--- config.mk ---
export PLATFORM = sky130hd
export DESIGN_NAME = cla_16_bit_ripple
export DESIGN_NICKNAME = d
export VERILOG_FILES = /design/src/rtl/cla_16_bit_ripple_pkg.sv /design/src/rtl/cla_16_bit_ripple_cla_4_bit.sv /design/src/rtl/cla_16_bit_ripple.sv
export SDC_FILE = /design/constraint.sdc
export NUM_CORES = 1
export LEC_CHECK = 0
export CAP_MARGIN = 20
export CORE_MARGIN = 2
export CORE_UTILIZATION = 39
export CTS_BUF_LIST = sky130_fd_sc_hd__clkbuf_4
export CTS_CLUSTER_SIZE = 40
export DETAILED_ROUTE_END_ITERATION = 8
export HOLD_SLACK_MARGIN = 0.1
export PLACE_DENSITY = 0.77
export REMOVE_ABC_BUFFERS = 1
export SLEW_MARGIN = 40
export SYNTH_ARGS = -nofsm -noshare
export SYNTH_HDL_FRONTEND = slang
export SYNTH_HIERARCHICAL = 1
export SYNTH_SLANG_ARGS = --single-unit
--- constraint.sdc ---
create_clock -name clk -period 0.8 [get_ports clk]
set_input_delay 0.2 -clock clk [delete_from_list [all_inputs] [get_ports clk]]
set_output_delay 0.2 -clock clk [all_outputs]
set_load 0.02 [all_outputs]
--- src/rtl/cla_16_bit_ripple_pkg.sv ---
// Shared constants and the registered result type for the 16-bit
// block-ripple carry-lookahead adder.
package cla_16_bit_ripple_pkg;

    localparam int WIDTH      = 16;
    localparam int BLOCK_W    = 4;
    localparam int NUM_BLOCKS = WIDTH / BLOCK_W;

    // Registered adder result: carry-out above the 16-bit sum.
    typedef struct packed {
        logic             cout;
        logic [WIDTH-1:0] sum;
    } result_t;

endpackage : cla_16_bit_ripple_pkg

--- src/rtl/cla_16_bit_ripple_cla_4_bit.sv ---
// 4-bit carry-lookahead block. Every internal carry is a flat
// generate/propagate equation of the block carry-in, so no carry
// passes from one bit to the next inside the block.
module cla_4_bit
    import cla_16_bit_ripple_pkg::*;
(
    input  logic [BLOCK_W-1:0] a,
    input  logic [BLOCK_W-1:0] b,
    input  logic               cin,
    output logic [BLOCK_W-1:0] sum,
    output logic               cout
);

    logic [BLOCK_W-1:0] g;
    logic [BLOCK_W-1:0] p;
    logic [BLOCK_W-1:0] c;

    assign g = a & b;
    assign p = a ^ b;

    // Lookahead carries, each expanded back to the block carry-in.
    assign c[0] = cin;
    assign c[1] = g[0]
                | (p[0] & cin);
    assign c[2] = g[1]
                | (p[1] & g[0])
                | (p[1] & p[0] & cin);
    assign c[3] = g[2]
                | (p[2] & g[1])
                | (p[2] & p[1] & g[0])
                | (p[2] & p[1] & p[0] & cin);
    assign cout = g[3]
                | (p[3] & g[2])
                | (p[3] & p[2] & g[1])
                | (p[3] & p[2] & p[1] & g[0])
                | (p[3] & p[2] & p[1] & p[0] & cin);

    assign sum = p ^ c;

endmodule : cla_4_bit

--- src/rtl/cla_16_bit_ripple.sv ---
// 16-bit adder: four 4-bit lookahead blocks with the block carries
// rippling c4 -> c8 -> c12 -> cout, followed by a single output register.
module cla_16_bit_ripple
    import cla_16_bit_ripple_pkg::*;
(
    input  logic             clk,
    input  logic             rst_n,
    input  logic             in_valid,
    input  logic [WIDTH-1:0] a,
    input  logic [WIDTH-1:0] b,
    input  logic             cin,
    output logic             out_valid,
    output logic [WIDTH-1:0] sum,
    output logic             cout
);

    logic [NUM_BLOCKS:0] carry;
    logic [WIDTH-1:0]    sum_comb;

    result_t result_d;
    result_t result_q;
    logic    valid_d;
    logic    valid_q;

    assign carry[0] = cin;

    for (genvar k = 0; k < NUM_BLOCKS; k++) begin : g_block
        cla_4_bit u_cla (
            .a    (a[k*BLOCK_W +: BLOCK_W]),
            .b    (b[k*BLOCK_W +: BLOCK_W]),
            .cin  (carry[k]),
            .sum  (sum_comb[k*BLOCK_W +: BLOCK_W]),
            .cout (carry[k+1])
        );
    end

    // Next state: load a fresh result on valid input, otherwise hold it.
    always_comb begin
        // NOTE: every output of this block is given a default first so no
        // path leaves a signal unassigned, which would infer a latch.
        result_d = result_q;
        valid_d  = 1'b0;
        if (in_valid) begin
            result_d.sum  = sum_comb;
            result_d.cout = carry[NUM_BLOCKS];
            valid_d       = 1'b1;
        end
    end

    // Output register; reset clears the data too, since a cleared sum/cout
    // is part of the visible reset state, not just the valid flag.
    always_ff @(posedge clk or negedge rst_n) begin
        if (!rst_n) begin
            result_q <= '0;
            valid_q  <= 1'b0;
        end else begin
            // NOTE: non-blocking assignment so every register samples its
            // pre-edge value, independent of statement order.
            result_q <= result_d;
            valid_q  <= valid_d;
        end
    end

    assign sum       = result_q.sum;
    assign cout      = result_q.cout;
    assign out_valid = valid_q;

endmodule : cla_16_bit_ripple

# Word-level counts from Yosys, hierarchy flattened
# Cells that the tools add are included.
# op_classes
n_bitwise	116
reduce_logical	0
n_lt_le_gt_ge	0
div_mod_pow	0
addsub	0
mux	1
n_eq_ne	0
multipliers	0
shift	0
# ops
cell	n
1-bit AND	64
1-bit bitwise OR	40
4-bit bitwise XOR	8
4-bit AND	4
1-bit 2-to-1 mux	1
# word_totals
mem_bits_rw	0
mem_bits_ro	0
output_inout_bits	18
inputBits	36
reg_bits	18
latchBits	0
word_cells	120
mem_count	0

# Depth between registers and ports, before layout
# logic_depth
ltp_word	13
mapped_depth	14
ltp_nobuf	14

# Modules after synthesis
# Netlist, hierarchy kept.
# modules_own_cells
mod	cells_each	seq_area_each_um2	instances	area_each_um2
cla_16_bit_ripple	37	450.4	1	710.7
cla_4_bit at g_block[0].u_cla ...	17	0.0	2	147.6
cla_4_bit at g_block[2].u_cla ...	13	0.0	2	132.6

# Worst setup path after synthesis
# OpenSTA, ideal clock, no wires.
# synth_path
path_kind	input port to flip-flop
start	in a[2]
end	reg result_q (netlist bit cout)
setup_slack_ps	-2349
required_ps	675
arrival_ps	3024
path_buffers	0
stages	14
setup_time_ps	125
cell_sequence	ha_1 > a21o_1 > a31o_1 > a21o_1 > a21o_1 > a31o_1 > a21o_1 > a21o_1 > a31o_1 > a21o_1 > a21o_1 > a31o_1 > a21o_1 > mux2_2
# synth_between
elab_chain_len	12
word_cells_on_any_way	19
classes_between	bitwise: 19
# synth_rtl
item	line	source
start: declaration	cla_16_bit_ripple.sv:9	input logic [WIDTH-1:0] a,
4-bit AND / 4-bit bitwise XOR (equally long branches)	cla_16_bit_ripple_cla_4_bit.sv:18, cla_16_bit_ripple_cla_4_bit.sv:19	
1-bit AND (on tied branches)	n/a	
1-bit bitwise OR, or another cell as far along	cla_16_bit_ripple_cla_4_bit.sv:33	| (p[3] & g[2])
1-bit bitwise OR, or another cell as far along	cla_16_bit_ripple_cla_4_bit.sv:34	| (p[3] & p[2] & g[1])
1-bit bitwise OR / 1-bit AND (equally long branches)	cla_16_bit_ripple_cla_4_bit.sv:35, cla_16_bit_ripple_cla_4_bit.sv:36	
1-bit bitwise OR *	cla_16_bit_ripple_cla_4_bit.sv:36	| (p[3] & p[2] & p[1] & p[0] & cin);
via carry[1]	cla_16_bit_ripple.sv:17	logic [NUM_BLOCKS:0] carry;
1-bit AND *	cla_16_bit_ripple_cla_4_bit.sv:36	
1-bit bitwise OR *	cla_16_bit_ripple_cla_4_bit.sv:36	
via carry[2]	cla_16_bit_ripple.sv:17	
1-bit AND *	cla_16_bit_ripple_cla_4_bit.sv:36	
1-bit bitwise OR *	cla_16_bit_ripple_cla_4_bit.sv:36	
via carry[3]	cla_16_bit_ripple.sv:17	
1-bit AND *	cla_16_bit_ripple_cla_4_bit.sv:36	
1-bit bitwise OR *	cla_16_bit_ripple_cla_4_bit.sv:36	
via carry[4]	cla_16_bit_ripple.sv:17	
end signal: assignment	cla_16_bit_ripple.sv:59	result_q <= result_d;
end: declaration	cla_16_bit_ripple.sv:21	result_t result_q;
# The timed path passes the listed nets; every way through them passes the cells marked *.
# A chain may end at the register's enable or synchronous reset.

# Final worst setup path
# layout_path
start	in b[0]
end	reg result_q (netlist bit cout)
# layout_between
elab_chain_len	10
word_cells_on_any_way	13
classes_between	bitwise: 13
# layout_rtl
item	line	source
start: declaration	cla_16_bit_ripple.sv:10	input logic [WIDTH-1:0] b,
4-bit AND / 4-bit bitwise XOR (equally long branches)	cla_16_bit_ripple_cla_4_bit.sv:18, cla_16_bit_ripple_cla_4_bit.sv:19	
1-bit AND (on tied branches)	cla_16_bit_ripple_cla_4_bit.sv:35, cla_16_bit_ripple_cla_4_bit.sv:36	
1-bit bitwise OR / 1-bit AND (equally long branches)	cla_16_bit_ripple_cla_4_bit.sv:35, cla_16_bit_ripple_cla_4_bit.sv:36	
1-bit bitwise OR *	cla_16_bit_ripple_cla_4_bit.sv:36	
via carry[1]	cla_16_bit_ripple.sv:17	
1-bit AND *	cla_16_bit_ripple_cla_4_bit.sv:36	
1-bit bitwise OR *	cla_16_bit_ripple_cla_4_bit.sv:36	
via carry[2]	cla_16_bit_ripple.sv:17	
1-bit AND *	cla_16_bit_ripple_cla_4_bit.sv:36	
1-bit bitwise OR *	cla_16_bit_ripple_cla_4_bit.sv:36	
via carry[3]	cla_16_bit_ripple.sv:17	
1-bit AND *	cla_16_bit_ripple_cla_4_bit.sv:36	
1-bit bitwise OR *	cla_16_bit_ripple_cla_4_bit.sv:36	
via carry[4]	cla_16_bit_ripple.sv:17	
# Marks and branches as above.

==> results_tabular.tex <==
\begin{tabular}{lr}
\hline
Metric & Value \\
\hline
\multicolumn{2}{l}{\textbf{Cells and area}} \\
Nets & 252 \\
Cell Count, Final, Fillers Out & 239 \\
Final core occ & 75.3\% \\
Fraction of final layout cells with drive strength greater than 1 & 52.8\% \\
P\&R area growth vs syn & 82.3\% \\
Count of filler cells inserted in the layout & between 200 and 250 \\
Diodes inserted & 0 \\
\multicolumn{2}{l}{\textbf{Floorplan}} \\
Die Width & approximately 61 um \\
Area of the die & 3730 um\^{}2 \\
Effective utilization at floorplan & 41.3\% \\
I/O pin count & 54 \\
Number of placement rows & 20 \\
Vert. Die Dim & between 60 and 70 um \\
Core area & between 3000 and 4000 um\^{}2 \\
\multicolumn{2}{l}{\textbf{Route}} \\
Total length of routed met2 wires & approximately 1700 um \\
DR top layer & met4 \\
Drc violations & 0 \\
First-pass DRT Iterations & 4 \\
Per-cell routed wire length & 13.7 um \\
Iteration-0 DRC Markers & 38 \\
Detailed-route wire length & between 3000 and 4000 um \\
DRT met1 WL & 1290 um \\
Met3 layer wire length in the routed design & between 200 and 250 um \\
Detail Route Antenna Nets & 0 \\
Vias after detailed routing & 1120 \\
Detailed-route vias per instance & approximately 4.7 \\
\multicolumn{2}{l}{\textbf{Power}} \\
Portion of total power attributed to combinational logic & $\sim$56\% \\
Cell-internal power & 2.73 mW \\
Portion of total power attributed to sequential cells & 32.3\% \\
Share of power burned in the clock network & a little under an eighth \\
Pwr per Cell Area & between 1500 and 2000 nW/um\^{}2 \\
Worst supply voltage drop on vdd & 1140 uV \\
Switching power & 1.31 mW \\
Fraction of power spent switching nets & around 32\% \\
Leakage component of the power & between 1 and 1.5 nW \\
\multicolumn{2}{l}{\textbf{Run status}} \\
Violations in the final reports & negative setup slack \\
Result of the run & finished, violations left \\
\multicolumn{2}{l}{\textbf{CTS}} \\
Number of levels the H-tree was split into & 1 \\
Clock Root Buffer & sky130\_fd\_sc\_hd\_\_clkbuf\_4 \\
Cts hold-fix bufs & 0 \\
Longest Clk Path Bufs & 2 \\
TritonCTS Buffers & 3 \\
Count of clock tree sinks & 18 \\
TritonCTS clock tree & yes \\
Clock input transition at the sequential cells of the worst setup and hold paths & 110 ps \\
Insertion delay to the later sink of the worst-skew pair & 290 ps \\
\multicolumn{2}{l}{\textbf{Job}} \\
Number of max-capacitance violations reported & 0 \\
\multicolumn{2}{l}{\textbf{Synthesis}} \\
Synthesized area divided by synthesized cell count & 13.1 um\^{}2 \\
Cell accounting for the most synthesized area & sky130\_fd\_sc\_hd\_\_dfrtp\_1 \\
Synth Register Bits & 18 \\
Synthesis Warnings & 6 \\
Main area contributors after synthesis & sky130\_fd\_sc\_hd\_\_dfrtp\_1 (35\%), sky130\_fd\_sc\_hd\_\_ha\_1 (16\%), sky130\_fd\_sc\_hd\_\_mux2\_4 (12\%) \\
Cell Area, Synth & 1270 um\^{}2 \\
Synthesized instance count & 97 \\
Post-synthesis cell type count & 13 \\
Sequential fraction of the synthesis area & 35.4\% \\
Top cell type's share of synthesized area & $\sim$35\% \\
\multicolumn{2}{l}{\textbf{GRT}} \\
Antenna violations before repair & 0 \\
Global-route wire length before repair & 5040 um \\
Total routing usage reported by global routing & 18.3\% \\
Total grt overflow & 0 \\
Maximum number of pins on one net before global-route repair & 19 \\
Vias in the first global route & 1193 \\
\multicolumn{2}{l}{\textbf{Setup path}} \\
Startpoint types & primary input \\
Required arrival time at the worst endpoint & 990 ps \\
Capturing element type of the critical path & flop \\
Reg2reg path depth & 3 \\
Worst EP arrival & 3090 ps \\
Crit path kind & in2reg \\
Biggest fanout along the worst timing path & 2 \\
\multicolumn{2}{l}{\textbf{Placed design}} \\
Routability congestion estimate & 0.723 \\
Pre-CTS setup slack & -2910 ps \\
DP Cell Count & 216 \\
Post-DP HPWL & 2250 um \\
PortBufs & between 50 and 60 \\
\multicolumn{2}{l}{\textbf{Timing}} \\
Pins over their slew limit & 0 \\
Transition time at the pin with the least slew margin & 151 ps \\
Crit path time final & 2890 ps \\
Highest clock rate & 0.346 GHz \\
Unrepaired setup endpoints after global routing & yes \\
Worst Setup Slack, final & -2090 ps \\
Final hold violation count & 0 \\
Final Cycle Share & 362\% \\
Relative slew margins & about nine tenths \\
Final Setup Violations & 35 \\
Setup clock skew after layout & 0 ps \\
Worst hold margin & between 200 and 250 ps \\
\multicolumn{2}{l}{\textbf{Min path}} \\
Class of the tightest hold or removal check & in2async \\
\hline
\end{tabular}
## cells in the final DEF, fill, tap and decap left out, types with 2 or more instances in the layout
master,instances
sky130_fd_sc_hd__buf_4,38
sky130_fd_sc_hd__clkdlybuf4s50_1,25
sky130_fd_sc_hd__buf_6,21
sky130_fd_sc_hd__dfrtp_1,18
sky130_fd_sc_hd__mux2_4,16
sky130_fd_sc_hd__ha_1,13
sky130_fd_sc_hd__a21o_1,12
sky130_fd_sc_hd__xnor2_1,6
sky130_fd_sc_hd__inv_1,5
sky130_fd_sc_hd__xor2_1,5
sky130_fd_sc_hd__a31o_1,4
sky130_fd_sc_hd__fa_2,4
sky130_fd_sc_hd__buf_2,4
sky130_fd_sc_hd__clkbuf_4,3
sky130_fd_sc_hd__a21oi_2,3
sky130_fd_sc_hd__ha_4,3
sky130_fd_sc_hd__dlygate4sd2_1,3
sky130_fd_sc_hd__inv_2,2
sky130_fd_sc_hd__buf_8,2
sky130_fd_sc_hd__buf_12,2
## layer usage
metal	vias up	GRT usage (%)
met3	5	3.57
met1	536	21.4
met2	41	34.7
li1	538	-
met4	0	3.73
met5	-	0
## cell type report
cell class                      instances  area, um^2  share of cell area (%)
Clock inverter                          1        3.75                   0.162
Timing Repair Buffer                   96         893                    38.6
Inverter                                8        32.5                    1.40
Multi-Input combinational cell         69         860                    37.1
Clock buffer                            3        22.5                   0.972
Tap cell                               44        55.1                    2.38
Sequential cell                        18         450                    19.4
## sequential cells by signal, summed over array words and instances (netlist names)
name	flops
out_valid	1
cout	1
sum	16
## synth_stat cells
master,instances
sky130_fd_sc_hd__fa_1,4
sky130_fd_sc_hd__mux2_4,10
sky130_fd_sc_hd__inv_1,8
sky130_fd_sc_hd__mux2_2,7
sky130_fd_sc_hd__a21o_1,12
sky130_fd_sc_hd__xor2_1,6
sky130_fd_sc_hd__a31o_1,4
sky130_fd_sc_hd__buf_6,1
sky130_fd_sc_hd__xnor2_1,6
sky130_fd_sc_hd__buf_12,1
sky130_fd_sc_hd__dfrtp_1,18
sky130_fd_sc_hd__ha_1,16
sky130_fd_sc_hd__a21oi_1,4
## critical path, stage by stage
cell and delay, ps:
sky130_fd_sc_hd__buf_8 100, sky130_fd_sc_hd__ha_4 220, sky130_fd_sc_hd__a21o_1 170, sky130_fd_sc_hd__a31o_1 230
sky130_fd_sc_hd__a21o_1 170, sky130_fd_sc_hd__a21o_1 200, sky130_fd_sc_hd__a31o_1 230, sky130_fd_sc_hd__a21o_1 170
sky130_fd_sc_hd__a21o_1 190, sky130_fd_sc_hd__a31o_1 220, sky130_fd_sc_hd__a21o_1 180, sky130_fd_sc_hd__a21o_1 200
sky130_fd_sc_hd__a31o_1 200, sky130_fd_sc_hd__a21o_1 160, sky130_fd_sc_hd__mux2_4 250
## cell families (layout without fill, tap and decap cells)
group	Yosys count	in the layout	synth area share, %
DFF	18	18	35.4
muxes	17	17	18.0
xor gates and xnor gates	12	12	8.27
adders and majority gates	20	20	22.0
buffers and inverters	10	108	4.82
AOI/OAI and AO/OA	20	20	11.4
## through the flow
stage	instance area, um^2	TNS (ps)	power [mW]
after floorplan	1240	-23980	2.15
after global placement	2030	-39060	3.08
after detailed placement	2030	-39850	3.13
after CTS	2190	-24720	3.86
after global routing	2320	-27770	4.30
final	2320	-25710	4.05
## power by group through the flow
stage / clock network [mW] / registers (mW) / logic (mW)
6_report: 0.472 / 1.31 / 2.27
5_1_grt: 0.542 / 1.33 / 2.43
4_1_cts: 0.487 / 1.30 / 2.07
3_5_place_dp: 0 / 1.27 / 1.86
3_3_place_gp: 0 / 1.26 / 1.82
2_1_floorplan: 0 / 1.53 / 0.624
## path summary, 6_finish.rpt
check,from,to,slack [ps]
hold / removal,rst_n,out_valid$_DFF_PN0_,250
max in group asynchronous,rst_n,sum[5]$_DFFE_PN0P_,420
setup reg to reg,cout$_DFFE_PN0P_,cout$_DFFE_PN0P_,-230
min in group clk,in_valid,out_valid$_DFF_PN0_,380
hold reg to reg,sum[13]$_DFFE_PN0P_,sum[13]$_DFFE_PN0P_,550
setup / recovery,b[0],cout$_DFFE_PN0P_,-2090
## timing repair
item / 4_1_cts / 5_1_grt
setup endpoints to repair: 35 / 35
setup buffers: 10 / 10
pin swaps: 19 / 9
endpoints found under the hold margin: 0 / 0
resized for setup: 152 / 17
Power figures use the tool's default switching activity.
